--- src/rtl/vector_sequencer.sv ---
// vector_sequencer: walks one of N_LISTS display lists held in a vector memory,
// tracks the pen position and hands start/end coordinate pairs to the line
// drawer over a go/busy handshake. A pass is bounded by MAX_VECTORS entries.
module vector_sequencer #(
  parameter int  OUT_WIDTH   = 8,
  parameter int  ADR_WIDTH   = 8,
  parameter int  N_LISTS     = 4,
  parameter int  RD_LAT      = 1,
  parameter int  MAX_VECTORS = 255,
  localparam int SEL_W       = (N_LISTS > 1) ? $clog2(N_LISTS) : 1
) (
  input  logic                         clk,
  input  logic                         rst_n,
  input  logic                         enable_i,
  input  logic                         frame_start_i,
  input  logic [SEL_W-1:0]             list_sel_i,
  input  logic [N_LISTS*ADR_WIDTH-1:0] list_base_i,
  input  logic                         dot_on_move_i,
  output logic [ADR_WIDTH-1:0]         adr_o,
  output logic                         rd_en_o,
  input  logic [OUT_WIDTH-1:0]         x_i,
  input  logic [OUT_WIDTH-1:0]         y_i,
  input  logic                         line_i,
  input  logic                         pos_i,
  input  logic                         busy_i,
  output logic                         go_o,
  output logic [OUT_WIDTH-1:0]         stax_o,
  output logic [OUT_WIDTH-1:0]         endx_o,
  output logic [OUT_WIDTH-1:0]         stay_o,
  output logic [OUT_WIDTH-1:0]         endy_o,
  output logic                         frame_done_o,
  output logic                         overflow_err_o,
  output logic [ADR_WIDTH-1:0]         vec_count_o,
  output logic [2:0]                   state_debug_o
);

  localparam int LAT_W = (RD_LAT > 0) ? $clog2(RD_LAT + 1) : 1;
  localparam int ENT_W = (MAX_VECTORS > 0) ? $clog2(MAX_VECTORS + 1) : 1;

  typedef enum logic [2:0] {
    S_IDLE     = 3'd0,
    S_FETCH    = 3'd1,
    S_DECODE   = 3'd2,
    S_SEND     = 3'd3,
    S_ARM      = 3'd4,
    S_WAITBUSY = 3'd5,
    S_NEXT     = 3'd6,
    S_DONE     = 3'd7
  } state_e;

  state_e                state_q, state_d;
  logic [ADR_WIDTH-1:0]  adr_q, adr_d;
  logic [LAT_W-1:0]      latCnt_q, latCnt_d;
  logic [ENT_W-1:0]      entryCnt_q, entryCnt_d;
  logic [OUT_WIDTH-1:0]  penX_q, penX_d, penY_q, penY_d;
  logic [OUT_WIDTH-1:0]  staX_q, staX_d, staY_q, staY_d;
  logic [OUT_WIDTH-1:0]  endX_q, endX_d, endY_q, endY_d;
  logic                  overflow_q, overflow_d;
  logic [ADR_WIDTH-1:0]  vecCount_q, vecCount_d;
  logic [ADR_WIDTH-1:0]  baseSel;

  // Pick the selected list's base address; an out-of-range index falls back to zero.
  always_comb begin
    baseSel = '0;
    for (int i = 0; i < N_LISTS; i++) begin
      if (list_sel_i == SEL_W'(i)) begin
        baseSel = list_base_i[i*ADR_WIDTH +: ADR_WIDTH];
      end
    end
  end

  // Next-state logic: list walk, pen tracking and vector generation.
  always_comb begin
    state_d    = state_q;
    adr_d      = adr_q;
    latCnt_d   = latCnt_q;
    entryCnt_d = entryCnt_q;
    penX_d     = penX_q;
    penY_d     = penY_q;
    staX_d     = staX_q;
    staY_d     = staY_q;
    endX_d     = endX_q;
    endY_d     = endY_q;
    overflow_d = overflow_q;
    vecCount_d = vecCount_q;
    case (state_q)
      S_IDLE: begin
        if (frame_start_i && enable_i) begin
          adr_d      = baseSel;
          latCnt_d   = '0;
          entryCnt_d = '0;
          penX_d     = '0;
          penY_d     = '0;
          overflow_d = 1'b0;
          vecCount_d = '0;
          state_d    = S_FETCH;
        end
      end
      S_FETCH: begin
        if (latCnt_q == LAT_W'(RD_LAT)) begin
          latCnt_d = '0;
          state_d  = S_DECODE;
        end else begin
          latCnt_d = latCnt_q + 1'b1;
        end
      end
      S_DECODE: begin
        if (pos_i && line_i) begin
          state_d = S_DONE;
        end else if (entryCnt_q == ENT_W'(MAX_VECTORS)) begin
          overflow_d = 1'b1;
          state_d    = S_DONE;
        end else if (pos_i) begin
          penX_d = x_i;
          penY_d = y_i;
          if (dot_on_move_i) begin
            staX_d  = x_i;
            staY_d  = y_i;
            endX_d  = x_i;
            endY_d  = y_i;
            state_d = S_SEND;
          end else begin
            state_d = S_NEXT;
          end
        end else if (line_i) begin
          staX_d  = penX_q;
          staY_d  = penY_q;
          endX_d  = x_i;
          endY_d  = y_i;
          penX_d  = x_i;
          penY_d  = y_i;
          state_d = S_SEND;
        end else begin
          state_d = S_NEXT;
        end
      end
      S_SEND: begin
        if (vecCount_q != '1) begin
          vecCount_d = vecCount_q + 1'b1;
        end
        state_d = S_ARM;
      end
      S_ARM: begin
        state_d = S_WAITBUSY;
      end
      S_WAITBUSY: begin
        if (!busy_i) begin
          state_d = S_NEXT;
        end
      end
      S_NEXT: begin
        adr_d      = adr_q + 1'b1;
        entryCnt_d = entryCnt_q + 1'b1;
        state_d    = S_FETCH;
      end
      S_DONE: begin
        state_d = S_IDLE;
      end
      default: begin
        state_d = S_IDLE;
      end
    endcase
  end

  // State and datapath registers; reset drops everything without telling the drawer.
  always_ff @(posedge clk or negedge rst_n) begin
    if (!rst_n) begin
      state_q    <= S_IDLE;
      adr_q      <= '0;
      latCnt_q   <= '0;
      entryCnt_q <= '0;
      penX_q     <= '0;
      penY_q     <= '0;
      staX_q     <= '0;
      staY_q     <= '0;
      endX_q     <= '0;
      endY_q     <= '0;
      overflow_q <= 1'b0;
      vecCount_q <= '0;
    end else begin
      state_q    <= state_d;
      adr_q      <= adr_d;
      latCnt_q   <= latCnt_d;
      entryCnt_q <= entryCnt_d;
      penX_q     <= penX_d;
      penY_q     <= penY_d;
      staX_q     <= staX_d;
      staY_q     <= staY_d;
      endX_q     <= endX_d;
      endY_q     <= endY_d;
      overflow_q <= overflow_d;
      vecCount_q <= vecCount_d;
    end
  end

  assign rd_en_o        = (state_q == S_FETCH) && (latCnt_q == '0);
  assign go_o           = (state_q == S_SEND);
  assign frame_done_o   = (state_q == S_DONE);
  assign adr_o          = adr_q;
  assign stax_o         = staX_q;
  assign stay_o         = staY_q;
  assign endx_o         = endX_q;
  assign endy_o         = endY_q;
  assign overflow_err_o = overflow_q;
  assign vec_count_o    = vecCount_q;
  assign state_debug_o  = state_q;

endmodule

--- config.mk ---
export PLATFORM = sky130hd
export DESIGN_NAME = vector_sequencer
export DESIGN_NICKNAME = d
export VERILOG_FILES = /design/src/rtl/vector_sequencer.sv
export SDC_FILE = /design/constraint.sdc
export NUM_CORES = 1
export LEC_CHECK = 0
export CAP_MARGIN = 40
export CORE_MARGIN = 3
export CORE_UTILIZATION = 61
export DETAILED_ROUTE_END_ITERATION = 10
export DONT_BUFFER_PORTS = 1
export PLACE_DENSITY = 0.77
export SYNTH_ARGS = -nofsm -noshare
export SYNTH_HDL_FRONTEND = slang
export SYNTH_SLANG_ARGS = --single-unit
--- constraint.sdc ---
create_clock -name clk -period 2.7 [get_ports clk]
set_clock_uncertainty 0.15 [all_clocks]
set_input_delay 0.27 -clock clk [delete_from_list [all_inputs] [get_ports clk]]
set_output_delay 0.27 -clock clk [all_outputs]
set_load 0.03 [all_outputs]
==> qor.yml, run 1 <==
outcome: "complete, no violations"
postLayoutCoreUtil_pct: 71.3
cts.sink_count: 77
cts.repair.resized: 0
yosysTopAreaCell: "dfrtp_1"
root_buffer: "clkbuf_8"
synth-seq-area-share_pct: 51.1
stdcell_area_um2: 4250
arrival_ps: 2260
hp-class: "in -> reg"
avgSynthCellArea_um2: 11.3
worstSetupPathType: "reg -> reg"
ant_nets: 0
grt_pass1_wl_mm: 13.4
synth_cells: 334
nets: 414
die-area_um2: 7170
dr.pass1.iters: 4
wl_per_cell_um: 18.6
rsz0062_at_grt: "false"
wirelength_mm: 8.06
total_power_mw: 4.76
placed_cells: 398
synth-warning-count: 0
finalSetupViolations: 0
rows: 28
grt_start_max_net_pins: 78
dp_slack_ps: 555
synth.net_count: 395
die_h_um: 84.7
multiInputGateArea_um2: 1740
vias: 2691
worst_slew_pin_slew_ps: 707
place.gp.congestion: 0.831
antenna_found_initial: 0
core_um2: 5960
synth_area_leaders: "dfrtp_1 51%, mux2_2 14%, nand2_1 5.4%"
grt-ovfl-total: 0
synth.top_cell.area_share_pct: 51.1
fmax_ghz: 0.458
grtUsageTotal_pct: 23.5
antennaDiodeCount: 0
drt_iter0_markers: 209
worst_slack_ps: 517
cts_buffer_depth: 2
cts_post_setup_buffers_inserted: 0
power_density_nw_per_um2: 1120
synth-seq-cells: 77
cts_tree: "built"
crit_required_ps: 2780
max_cap_viol_count: 0
cts.reportedPaths.clkPinSlew_ps: 80
drc_errors: 0
cts_max_level: 3
finalNonFillerCells: 433
max-slew-margin-rel_pct: 52.9
synth_edf_count: 0
worstSetupEndpointType: "flip-flop"
drive_gt1_share_pct: 24.3
post-route-min-period_ps: 2180
ios: 113
post-synth-top-count-cell: "dfrtp_1"
start_util_pct: 63.4
fin_setup_tns_ps: 0
io_buffers: 0
placed_area_um2: 3830
num-fill-cells: 424
synth-main-ff-cell: "dfrtp_1"
syn2layout_area_growth_pct: 12.5
period_share_pct: 80.8
whs_ps: 41.6
grt_pass1_vias: 2809
netlist_top_cells_count: "77 x dfrtp_1, 54 x nand2_1, 48 x mux2_2"
peakVddDrop_mv: 0.725
synth_area_um2: 3770
cts_buffers: 9
hold_viol_final: 0
power.leakage_nw: 1.83
final_max_slew_viol_count: 0
place_hpwl_mm: 5.50
critPathMaxFanout: 16
seqCellArea_um2: 1930
critPathLaunchType: "flip-flop"
drt-vias-per-instance: 6.21
async_flop_share_pct: 100
dieWidth_um: 84.7
clock_latency_ps: 340
ys_types: 48
[power breakdown]
group	total [mW]	internal [mW]	switching, mW
Sequential	2.71	1.65	1.06
Clock	0.889	0.457	0.432
Combinational	1.16	0.587	0.575
Total	4.76	2.69	2.07
[worst max-delay path, stage by stage (launching register included)]
cell and delay, ps:
dfrtp_1 500, buf_4 230, and3b_1 370, a21oi_2 440
nor2_1 100, o221a_2 280
[path summary, 6_finish.rpt]
kind	start	endpoint	slack (ps)	cells after the start
setup / recovery	state_debug_o[2]$_DFFE_PN0P_	adr_o[5]$_DFFE_PN0P_	520	5
hold / removal	line_i	overflow_err_o$_DFFE_PN0P_	40	3
setup reg to reg	state_debug_o[2]$_DFFE_PN0P_	adr_o[5]$_DFFE_PN0P_	520	5
hold reg to reg	entryCnt_q[7]$_DFFE_PN0P_	entryCnt_q[7]$_DFFE_PN0P_	330	1
max in group asynchronous	rst_n	entryCnt_q[3]$_DFFE_PN0P_	1710	2
min in group asynchronous	rst_n	entryCnt_q[1]$_DFFE_PN0P_	330	2
[layer usage]
metal | wire (um) | global-route usage (%) | vias up
met1 | 3200 | 28.8 | 1343
met5 | 0 | 0 | -
li1 | - | - | 1246
met4 | 191 | 9.21 | 0
met3 | 511 | 7.85 | 21
met2 | 4160 | 38.6 | 81
[final cells by class]
type / instances / area share [%]
flip-flops and latches: 77 / 45.4
multi-input cells: 236 / 40.9
repair buffers: 26 / 6.42
clock buffers: 10 / 3.24
well taps: 75 / 2.21
clock inverters: 6 / 1.59
inverters: 3 / 0.265
[sequential cells by signal, summed over array words and instances (netlist names)]
name / flops
latCnt_q: 1
penY_q: 8
overflow_err_o: 1
entryCnt_q: 8
state_debug_o: 3
penX_q: 8
endy_o: 8
adr_o: 8
stay_o: 8
endx_o: 8
stax_o: 8
vec_count_o: 8
[timing repair]
| action | CTS | global route |
|---|---|---|
| setup endpoints to repair | 0 | 0 |
| endpoints found under the hold margin | 110 | 0 |
| hold buffers | 19 | 0 |
[cell usage in the layout, fill, tap and decap left out, types with 3 or more instances in the layout]
cell and count:
mux4_2 8, clkbuf_8 10, nand3_1 10, o221a_2 3
inv_1 3, and3_1 4, a21oi_1 13, nand2_1 54
mux2_2 48, nor2_1 13, nor3_1 4, mux2i_1 3
dlygate4sd3_1 18, ha_1 3, o31ai_1 3, dfrtp_1 77
buf_4 6, xor2_1 5, nand2b_1 3, nand4_1 5
o21ai_0 28
[logic make-up after synthesis]
| group | after synthesis | share of synthesized area (%) |
|---|---|---|
| flip-flops | 77 | 51.1 |
| XOR/XNOR | 5 | 1.16 |
| multiplexers | 61 | 20.5 |
| buffers and inverters | 21 | 2.92 |
| AND/OR/NAND/NOR | 106 | 13.4 |
| adder cells (fa/ha/maj) | 3 | 0.995 |
| AO/OA/AOI/OAI | 61 | 10.0 |
(Power assumes the default switching activity.)
==> inputs of run 2 (changes only) <==
clock period = 2.1 ns   (was 2.7 ns; I/O delays follow)
==> run 2 against run 1 <==
  * Largest cell class unchanged
  * Worst hold slack worse by 640 ps
  * Highest routed layer unchanged
  * Critical endpoint is now stay_o[5]$_DFFE_PN0P_
  * The flow now finishes with violations (hold timing)
  * Final cell count is 3.7% higher
  * Global-route usage is 0.16 points higher
  * Via count is 2.0% higher
  * Clock-buffer cell count stayed put
  * First-iteration DRC count is 37% lower
  * Clock power is 44% higher
==> qor.yml, run 2 (synthesis gave the netlist of run 1 again) <==
ff2ff_setup_slack_ps: 70
max_cap_viol_count: 0
cts_max_level: 3
globalRoute.busiestLayer: "met2"
wirelength_mm: 8.23
ant_nets: 0
io_buffers: 0
swShare_pct: 42.3
die_h_um: 84.7
seqCellArea_um2: 1930
antenna_found_initial: 0
post-route-min-period_ps: 2030
finalSetupViolations: 0
crit_required_ps: 2180
placed_area_um2: 3930
hold_buffers: 23
grt-ovfl-total: 0
rows: 28
wl_per_cell_um: 18.3
cts_buffer_depth: 2
rr_startpoint: "entryCnt_q[0]$_DFFE_PN0P_"
worstSetupEndpointType: "flip-flop"
dieWidth_um: 84.7
placed_cells: 410
start_util_pct: 63.4
worst_slew_pin_slew_ps: 698
ios: 113
nets: 430
mostFrequentLayoutCell: "dfrtp_1"
grtUsageTotal_pct: 23.7
final_max_slew_viol_count: 0
cts.sink_count: 77
critPathLaunchType: "flip-flop"
use_met2_pct: 37.7
critPathMaxFanout: 32
total_power_mw: 6.34
drt-vias-per-instance: 6.12
drc_errors: 0
power.leakage_nw: 1.92
clock_latency_ps: 350
drive_gt1_share_pct: 26.7
hp-class: "in -> async"
outcome: "complete, but fails checks"
cts.reportedPaths.clkPinSlew_ps: 80
power_frac_seq_pct: 53.4
stdcell_area_um2: 4390
grt_pass1_wl_mm: 13.5
finalNonFillerCells: 449
place.gp.congestion: 0.833
hold_viol_final: 77
syn2layout_area_growth_pct: 16.4
fmax_ghz: 0.492
period_share_pct: 96.7
rsz0062_at_grt: "false"
antennaDiodeCount: 0
grtUsageMet1_pct: 30.1
r2r-end: "stay_o[5]$_DFFE_PN0P_"
fin_setup_tns_ps: 0
vias: 2746
root_buffer: "clkbuf_8"
cts_tree: "built"
grt_pass1_vias: 2801
reg2regPathDepth: 6
failed_checks: "hold timing"
num-fill-cells: 388
grt_start_max_net_pins: 78
p_int_mw: 3.66
core_um2: 5960
peakVddDrop_mv: 0.862
cts_buffers: 9
power_density_nw_per_um2: 1440
whs_ps: -603
use_met3_pct: 8.05
place_hpwl_mm: 5.35
p_clk_share_pct: 20.2
p_sw_mw: 2.68
dr.pass1.iters: 4
die-area_um2: 7170
arrival_ps: 2110
layout_common_cells: "76 x dfrtp_1, 54 x nand2_1, 48 x mux2_2"
drt_iter0_markers: 131
worstSetupPathType: "reg -> reg"
combPwrFrac_pct: 26.4
multiInputGateArea_um2: 1740
max-slew-margin-rel_pct: 53.3
[run 2: changes by cell type in the layout (fill, tap and decap cells not counted)]
cell | previous run | this run
bufinv_16 | 1 | 2
clkinvlp_4 | 2 | 1
dfrtp_1 | 77 | 76
nor4_2 | 0 | 1
dlygate4sd3_1 | 18 | 23
buf_16 | 1 | 0
nor4_1 | 1 | 0
dfrtp_2 | 0 | 1
clkinv_2 | 1 | 0
buf_4 | 6 | 18
clkinv_4 | 0 | 1
[run 2: how the worst max path moves through the flow]
stage                                 start                          to  cells past startpoint
2_1_floorplan  state_debug_o[2]$_DFFE_PN0P_  vec_count_o[7]$_DFFE_PN0P_                      6
3_3_place_gp   state_debug_o[0]$_DFFE_PN0P_       stax_o[1]$_DFFE_PN0P_                      4
3_5_place_dp   state_debug_o[0]$_DFFE_PN0P_       stay_o[5]$_DFFE_PN0P_                      4
4_1_cts           entryCnt_q[0]$_DFFE_PN0P_       stay_o[5]$_DFFE_PN0P_                      6
5_1_grt           entryCnt_q[0]$_DFFE_PN0P_       stax_o[6]$_DFFE_PN0P_                      6
6_report          entryCnt_q[0]$_DFFE_PN0P_       stay_o[5]$_DFFE_PN0P_                      6
[run 2: final cells by class]
class                      instances  area share [%]
timing repair buffer              42            8.77
inverter                           3           0.256
tap                               75            2.14
clock buffer                      10            3.13
multi-input combinational        236            39.7
sequential                        77            43.9
clock inverter                     6            2.14
[run 2: what timing repair did]
action	CTS	global route
hold endpoints to repair	131	77
setup endpoints to repair	0	0
setup buffers	0	0
resized for setup	0	0
[run 2: layer usage]
layer,up-vias,share of wire [%]
li1,1276,-
met1,1378,42
met2,82,51
met3,10,6.1
met4,0,1.2
met5,-,0
[run 2: metrics by stage]
stage,setup WS [ps],util [%]
after global routing,2.98,73.8
after floorplan,2.56,-
final,69.1,73.8
after CTS,93.1,73.8
after global placement,156,66.0
after detailed placement,107,66.0
[run 2: worst max-delay path, stage by stage (launching register included)]
cell and delay, ps:
dfrtp_1 430, ha_1 250, nand3_1 190, nor2_1 120, nor3_4 160, buf_12 230, mux2_2 360
[run 2: power groups by stage]
stage                     combinational [mW]  sequential, mW  clock, mW
after floorplan                         1.16            3.41          0
after global placement                  1.55            3.38          0
after detailed placement                1.63            3.42          0
after CTS                               1.68            3.39       1.30
after global routing                    1.85            3.48       1.36
final                                   1.67            3.39       1.28
